**src/rtl/color_sample_sched.sv**
```systemverilog
// color_sample_sched: sequences the Pmod COLOR interface block through
// wake, settle, measure and evaluate steps. It supports one-shot and periodic
// sampling and can auto-range the sensor gain from the returned counts.
module color_sample_sched #(
  parameter int          PERIOD_CYCLES  = 10000000,
  parameter int          SETTLE_CYCLES  = 2500000,
  parameter int          TIMEOUT_CYCLES = 1000000,
  parameter logic [15:0] SAT_THRESH     = 16'hF000,
  parameter logic [15:0] LOW_THRESH     = 16'h0400,
  parameter int          MAX_ADJ        = 3
) (
  input  logic        clk,
  input  logic        rst,
  input  logic        run,
  input  logic        single,
  input  logic        auto_gain,
  input  logic [1:0]  manual_gain,
  input  logic        col_ready,
  input  logic [15:0] col_red,
  input  logic [15:0] col_green,
  input  logic [15:0] col_blue,
  output logic        col_enable,
  output logic [1:0]  col_gain,
  output logic        col_measure,
  output logic [15:0] red,
  output logic [15:0] green,
  output logic [15:0] blue,
  output logic [1:0]  gain_used,
  output logic        sample_valid,
  output logic        saturated,
  output logic        timeout_err,
  output logic        busy
);

  localparam int MAX_PS  = (PERIOD_CYCLES > SETTLE_CYCLES) ? PERIOD_CYCLES : SETTLE_CYCLES;
  localparam int MAX_CYC = (MAX_PS > TIMEOUT_CYCLES) ? MAX_PS : TIMEOUT_CYCLES;
  localparam int CW      = $clog2(MAX_CYC + 1);
  localparam int AW      = $clog2(MAX_ADJ + 2);

  localparam logic [CW-1:0] SETTLE_LAST  = CW'(SETTLE_CYCLES - 1);
  localparam logic [CW-1:0] TIMEOUT_LAST = CW'(TIMEOUT_CYCLES - 1);
  localparam logic [CW-1:0] PERIOD_LAST  = CW'(PERIOD_CYCLES - 1);
  localparam logic [CW-1:0] PERIOD_FULL  = CW'(PERIOD_CYCLES);
  localparam logic [AW-1:0] ADJ_LIMIT    = AW'(MAX_ADJ);

  typedef enum logic [3:0] {
    S_IDLE, S_WAKE, S_SETTLE, S_TRIG, S_WAIT_BUSY,
    S_WAIT_DONE, S_EVAL, S_GAIN_BUSY, S_WAIT_PERIOD
  } state_t;

  state_t        state, next_state;
  logic [CW-1:0] state_cnt;
  logic [CW-1:0] period_cnt;
  logic [AW-1:0] adj_cnt;
  logic          oneshot;
  logic          gain_low_seen;
  logic [15:0]   cap_red, cap_green, cap_blue;
  logic [15:0]   max_rg, cap_max;
  logic          start_req, step_down, step_up, manual_change, tmo_hit;
  logic          wait_state, publish, timeout_fire;

  assign start_req     = run | single;
  assign max_rg        = (cap_red > cap_green) ? cap_red : cap_green;
  assign cap_max       = (max_rg > cap_blue) ? max_rg : cap_blue;
  assign step_down     = auto_gain && (adj_cnt < ADJ_LIMIT) && (cap_max >= SAT_THRESH) && (col_gain != 2'd0);
  assign step_up       = auto_gain && (adj_cnt < ADJ_LIMIT) && (cap_max < LOW_THRESH) && (col_gain != 2'd3);
  assign manual_change = !auto_gain && (manual_gain != col_gain);
  assign tmo_hit       = (state_cnt == TIMEOUT_LAST);

  // State register.
  always_ff @(posedge clk or posedge rst) begin
    if (rst) state <= S_IDLE;
    else     state <= next_state;
  end

  // Next-state decision; an expired wait in any ready-wait state falls back to IDLE.
  always_comb begin
    next_state = state;
    case (state)
      S_IDLE:        if (start_req) next_state = S_WAKE;
      S_WAKE:        if (col_ready) next_state = S_SETTLE;
                     else if (tmo_hit) next_state = S_IDLE;
      S_SETTLE:      if (state_cnt == SETTLE_LAST) next_state = S_TRIG;
      S_TRIG:        next_state = S_WAIT_BUSY;
      S_WAIT_BUSY:   if (!col_ready) next_state = S_WAIT_DONE;
                     else if (tmo_hit) next_state = S_IDLE;
      S_WAIT_DONE:   if (col_ready) next_state = S_EVAL;
                     else if (tmo_hit) next_state = S_IDLE;
      S_EVAL:        if (step_down || step_up) next_state = S_GAIN_BUSY;
                     else if (run && !oneshot) next_state = S_WAIT_PERIOD;
                     else next_state = S_IDLE;
      S_GAIN_BUSY:   if (gain_low_seen && col_ready) next_state = S_SETTLE;
                     else if (tmo_hit) next_state = S_IDLE;
      S_WAIT_PERIOD: if (!run) next_state = S_IDLE;
                     else if (manual_change) next_state = S_GAIN_BUSY;
                     else if (period_cnt >= PERIOD_LAST) next_state = S_TRIG;
      default:       next_state = S_IDLE;
    endcase
  end

  // Outputs decoded from the current state plus the publish/timeout events.
  always_comb begin
    col_enable   = (state != S_IDLE);
    busy         = (state != S_IDLE);
    col_measure  = (state == S_TRIG);
    wait_state   = (state == S_WAKE) || (state == S_WAIT_BUSY) ||
                   (state == S_WAIT_DONE) || (state == S_GAIN_BUSY);
    publish      = (state == S_EVAL) && !step_down && !step_up;
    timeout_fire = wait_state && (next_state == S_IDLE);
  end

  // Per-state counter restarts on every state change; period counter restarts at each trigger.
  always_ff @(posedge clk or posedge rst) begin
    if (rst) begin
      state_cnt  <= '0;
      period_cnt <= '0;
    end else begin
      if (next_state != state)  state_cnt <= '0;
      else if (state_cnt != '1) state_cnt <= state_cnt + 1'b1;
      if (state == S_TRIG)              period_cnt <= CW'(1);
      else if (period_cnt != PERIOD_FULL) period_cnt <= period_cnt + 1'b1;
    end
  end

  // Gain, adjustment bookkeeping, capture and published results.
  always_ff @(posedge clk or posedge rst) begin
    if (rst) begin
      col_gain      <= 2'd0;
      adj_cnt       <= '0;
      oneshot       <= 1'b0;
      gain_low_seen <= 1'b0;
      timeout_err   <= 1'b0;
      cap_red       <= '0;
      cap_green     <= '0;
      cap_blue      <= '0;
      red           <= '0;
      green         <= '0;
      blue          <= '0;
      gain_used     <= 2'd0;
      saturated     <= 1'b0;
      sample_valid  <= 1'b0;
    end else begin
      sample_valid <= publish;
      if (state == S_IDLE) begin
        if (start_req) begin
          col_gain    <= manual_gain;
          adj_cnt     <= '0;
          oneshot     <= ~run;
          timeout_err <= 1'b0;
        end else if (!auto_gain) begin
          col_gain <= manual_gain;
        end
      end
      if (state == S_WAIT_PERIOD && !auto_gain) col_gain <= manual_gain;
      if (state == S_EVAL) begin
        if (step_down) begin
          col_gain <= col_gain - 2'd1;
          adj_cnt  <= adj_cnt + 1'b1;
        end else if (step_up) begin
          col_gain <= col_gain + 2'd1;
          adj_cnt  <= adj_cnt + 1'b1;
        end else begin
          adj_cnt <= '0;
        end
      end
      if (state != S_GAIN_BUSY) gain_low_seen <= 1'b0;
      else if (!col_ready)      gain_low_seen <= 1'b1;
      if (state == S_WAIT_DONE && col_ready) begin
        cap_red   <= col_red;
        cap_green <= col_green;
        cap_blue  <= col_blue;
      end
      if (publish) begin
        red       <= cap_red;
        green     <= cap_green;
        blue      <= cap_blue;
        gain_used <= col_gain;
        saturated <= (cap_max >= SAT_THRESH);
      end
      if (timeout_fire) timeout_err <= 1'b1;
    end
  end

endmodule

```
**config.mk**
```make
export PLATFORM = sky130hd
export DESIGN_NAME = color_sample_sched
export DESIGN_NICKNAME = d
export VERILOG_FILES = /design/src/rtl/color_sample_sched.sv
export SDC_FILE = /design/constraint.sdc
export NUM_CORES = 1
export LEC_CHECK = 0
export BUFFER_PORTS_ARGS = -buffer_cell sky130_fd_sc_hd__buf_2
export CORE_ASPECT_RATIO = 0.8
export CORE_MARGIN = 2
export CORE_UTILIZATION = 45
export DETAILED_ROUTE_END_ITERATION = 10
export PLACE_DENSITY = 0.68
export RECOVER_POWER = 50
export SLEW_MARGIN = 0
export SYNTH_ARGS = -nofsm -noshare
export SYNTH_HDL_FRONTEND = slang
export SYNTH_SLANG_ARGS = --single-unit
```
**constraint.sdc**
```tcl
create_clock -name clk -period 4.99 [get_ports clk]
set_clock_uncertainty 0.1 [all_clocks]
set_input_delay 0.499 -clock clk [delete_from_list [all_inputs] [get_ports clk]]
set_output_delay 0.499 -clock clk [all_outputs]
set_load 0.01 [all_outputs]
```
==> out/results.tsv <==
stage	metric	value	unit
setup_path	r2r_cells	19	
floorplan	core-area	17500	um^2
clock_tree	cts.sinks	160	
route	drcViolationCount	0	
setup_path	reg2reg_slack	-140	ps
floorplan	die_width	154	um
power	p_leak	4.61	nW
power	power.switching	2.75	mW
logic_synthesis	syn_inst	774	
finish	syn2layout_area_growth	27.0	%
placement	place_inst	1118	
worst_hold_path	hold_path_class	input port to flop	
clock_tree	clkTransAtPathRegs	70	ps
clock_tree	cts_root_buffer	clkbuf_16	
route	dr.pass1.iters	5	
logic_synthesis	syn-num-nets	868	
finish	num_antenna_cells	0	
outcome	violations	capacitance limit, slew limit, setup timing	
clock_tree	clk_latency	430	ps
setup_path	critPathCapture	blue[8]	
logic_synthesis	ys_warn_count	0	
route	dr.first_iter.drc_count	460	
timing	drv_slew	43	
finish	layout.nets	1030	
timing	tightest_slew	1820	ps
setup_path	crit_start	cap_red[13]	
global_route	grt_max_degree	80	
timing	finalSetupTns	-5550	ps
route	totalWireLength	20.5	mm
setup_path	worst-setup-path-type	flop to flop	
global_route	track_usage	0.217	
logic_synthesis	synth_top_cell_by_area	dfrtp_1	
finish	fin_area	10300	um^2
setup_path	end_kind	flop	
outcome	status	finished with violations	
finish	drive_above_1_share	0.258	
logic_synthesis	synth.most_common_cell	dfrtp_1	
timing	fin_crit_sh	1.03	
global_route	overflow	0	
finish	final_core_util	0.589	
setup_path	r2r-start	cap_red[13]	
power	powerDensity	687	nW/um^2
setup_path	cp_max_fo	7	
clock_tree	clockBufferDepth	2	
logic_synthesis	synth.avg_cell_area	10.5	um^2
power	power.total	7.07	mW
global_route	grt_pass1_vias	6251	
finish	finalNonFillerCells	1174	
logic_synthesis	synth_top_area_frac	0.494	
timing	hold_viol	0	
clock_tree	cts_tree	built	
timing	rsz0062_at_grt	true	
timing	fin_ws	-138	ps
route	post_drt_wl_per_cell	17.5	um
global_route	antenna_found_initial	0	
placement	hpwl	13.4	mm
placement	routabilityCongestion	0.883	
floorplan	die_h	124	um
power	irDropWorstVdd	0.000313	V
timing	setup_viol	50	
timing	finalCriticalPeriod	5130	ps
logic_synthesis	ys.flop_type	dfrtp_1	
finish	n_fill_cell	1495	
route	num_vias	6400	
clock_tree	cts_buffers	17	
setup_path	critical_path_required	5200	ps
power	switching_share	0.389	
setup_path	critPathLaunchType	flop	
setup_path	worst_ep_arrival_time	5340	ps
floorplan	rows	43	
timing	fmax	0.195	GHz
logic_synthesis	netlist_area	8100	um^2
power	power_frac_seq	0.304	
global_route	grt_pass1_wl	32.3	mm
placement	port_buffers	113	
timing	slew_headroom	-0.218	
flow_run	drv_cap	1	
power	p_comb_frac	0.508	
logic_synthesis	ys_ff_latch	160	
logic_synthesis	synth_edf_count	0	
route	drtAntennaViolNets	0	
power	intPower	4.32	mW
route	vias_per_cell	5.45	
floorplan	start_util	0.463	
clock_tree	cts_max_level	4	
placement	place_area	9150	um^2
floorplan	pin_count	114	
power	p_clk_frac	0.188	
logic_synthesis	synth_cell_types	54	
logic_synthesis	synthTopCellsByCount	160 x dfrtp_1, 81 x nand2_1, 52 x nor2_1, 52 x o21ai_0, 47 x mux2_1	
logic_synthesis	synth_async_sr_flop_share	1.00	
logic_synthesis	ys_seq_area_frac	0.494	
logic_synthesis	synthTopCellsByArea	dfrtp_1 49%, mux2_1 6.5%, ha_1 5.9%, mux2_2 5.0%, nand2_1 3.8%	
floorplan	die_area	19100	um^2
setup_path	r2r_end	blue[8]	
-- logic make-up (layout without fill, tap and decap cells) --
family / Yosys count / in the layout / synth area share
DFF: 160 / 160 / 0.494
adders and majority gates: 38 / 38 / 0.0587
buffers and inverters: 72 / 247 / 0.0386
and+or+nand+nor: 263 / 263 / 0.163
xor gates and xnor gates: 40 / 40 / 0.0432
muxes: 86 / 86 / 0.119
AOI/OAI and AO/OA: 115 / 115 / 0.0837
-- sequential cells by signal, indices dropped and copies added, names as in the netlist, 2 cells and up --
name	flops
period_cnt	24
state_cnt	24
blue	16
cap_blue	16
cap_green	16
cap_red	16
green	16
red	16
state	4
adj_cnt	3
col_gain	2
gain_used	2
-- power groups by stage --
stage                     registers, mW  logic, mW  clock network (mW)
after global placement             2.13       2.80                   0
after detailed placement           2.14       2.85                   0
after CTS                          2.13       3.26                1.35
final                              2.15       3.59                1.33
after global routing               2.21       3.95                1.41
after floorplan                    2.16       1.82                   0
-- area by class of cell --
cell class,count,area (um^2),share of cell area
sequential,160,4000,0.389
clock buffer,18,439,0.0427
clock inverter,14,156,0.0152
inverter,46,174,0.0169
tap,225,282,0.0274
timing repair buffer,169,1040,0.102
multi-input combinational,542,4190,0.407
-- per-stage QoR --
step / setup slack [ps] / hold slack (ps)
after floorplan: 8.16 / 351
after global placement: 66.7 / 363
after detailed placement: -134 / 369
after CTS: 2.20 / 168
after global routing: -296 / 176
final: -138 / 183
-- routing by layer --
metal,wire (um),GRT usage,vias up
met3,1020,0.0487,21
li1,-,-,3062
met4,301,0.0602,0
met2,9070,0.336,180
met1,10100,0.309,3137
met5,0,0,-
-- critical path, stage by stage (launching register included) --
cell	delay, ps
dfrtp_1	420
ha_4	290
nand4_1	140
buf_4	190
nor4_4	300
a21bo_4	280
nand3_4	90
nand2_8	90
mux2_4	330
ha_4	280
nand4_1	150
nor4_2	360
a21boi_2	270
o31ai_4	100
or4b_1	480
and4b_2	270
nor3_4	190
buf_6	190
clkbuf_16	180
mux2_4	300
-- timing repair --
action | CTS | global route
endpoints found under the hold margin | 40 | 0
hold buffers | 1 | 0
cloned | 2 | 3
buffers inserted | 15 | 4
gates resized for setup | 26 | 44
pin swaps | 8 | 12
setup endpoints to repair | 50 | 60
-- worst min-delay path by stage --
stage,depth (start not counted),start,to
2_1_floorplan,2,adj_cnt[2],adj_cnt[2]
3_3_place_gp,1,blue[0],blue[0]
3_5_place_dp,1,red[9],red[9]
4_1_cts,3,col_blue[3],cap_blue[3]
5_1_grt,2,col_red[2],cap_red[2]
6_report,3,col_blue[3],cap_blue[3]
-- cell usage in the layout, fill, tap and decap left out, types with 5 or more instances in the layout --
master | Yosys | layout
dfrtp_1 | 160 | 160
nand2_1 | 81 | 79
buf_2 | 1 | 58
clkbuf_1 | 19 | 56
nor2_1 | 52 | 52
o21ai_0 | 52 | 50
inv_1 | 46 | 45
buf_4 | 1 | 41
mux2_4 | 0 | 39
a21oi_1 | 31 | 30
ha_1 | 38 | 26
mux2_2 | 36 | 25
xor2_1 | 23 | 23
nor3_1 | 23 | 21
nand4_1 | 20 | 20
nand3_1 | 21 | 20
mux2_1 | 47 | 19
clkbuf_16 | 0 | 19
xnor2_1 | 17 | 17
ha_4 | 0 | 12
or3_1 | 9 | 9
and3_1 | 9 | 9
nor4_1 | 9 | 6
nor2b_1 | 6 | 6
nand2b_1 | 5 | 5
buf_6 | 5 | 5
(Power assumes the default switching activity.)
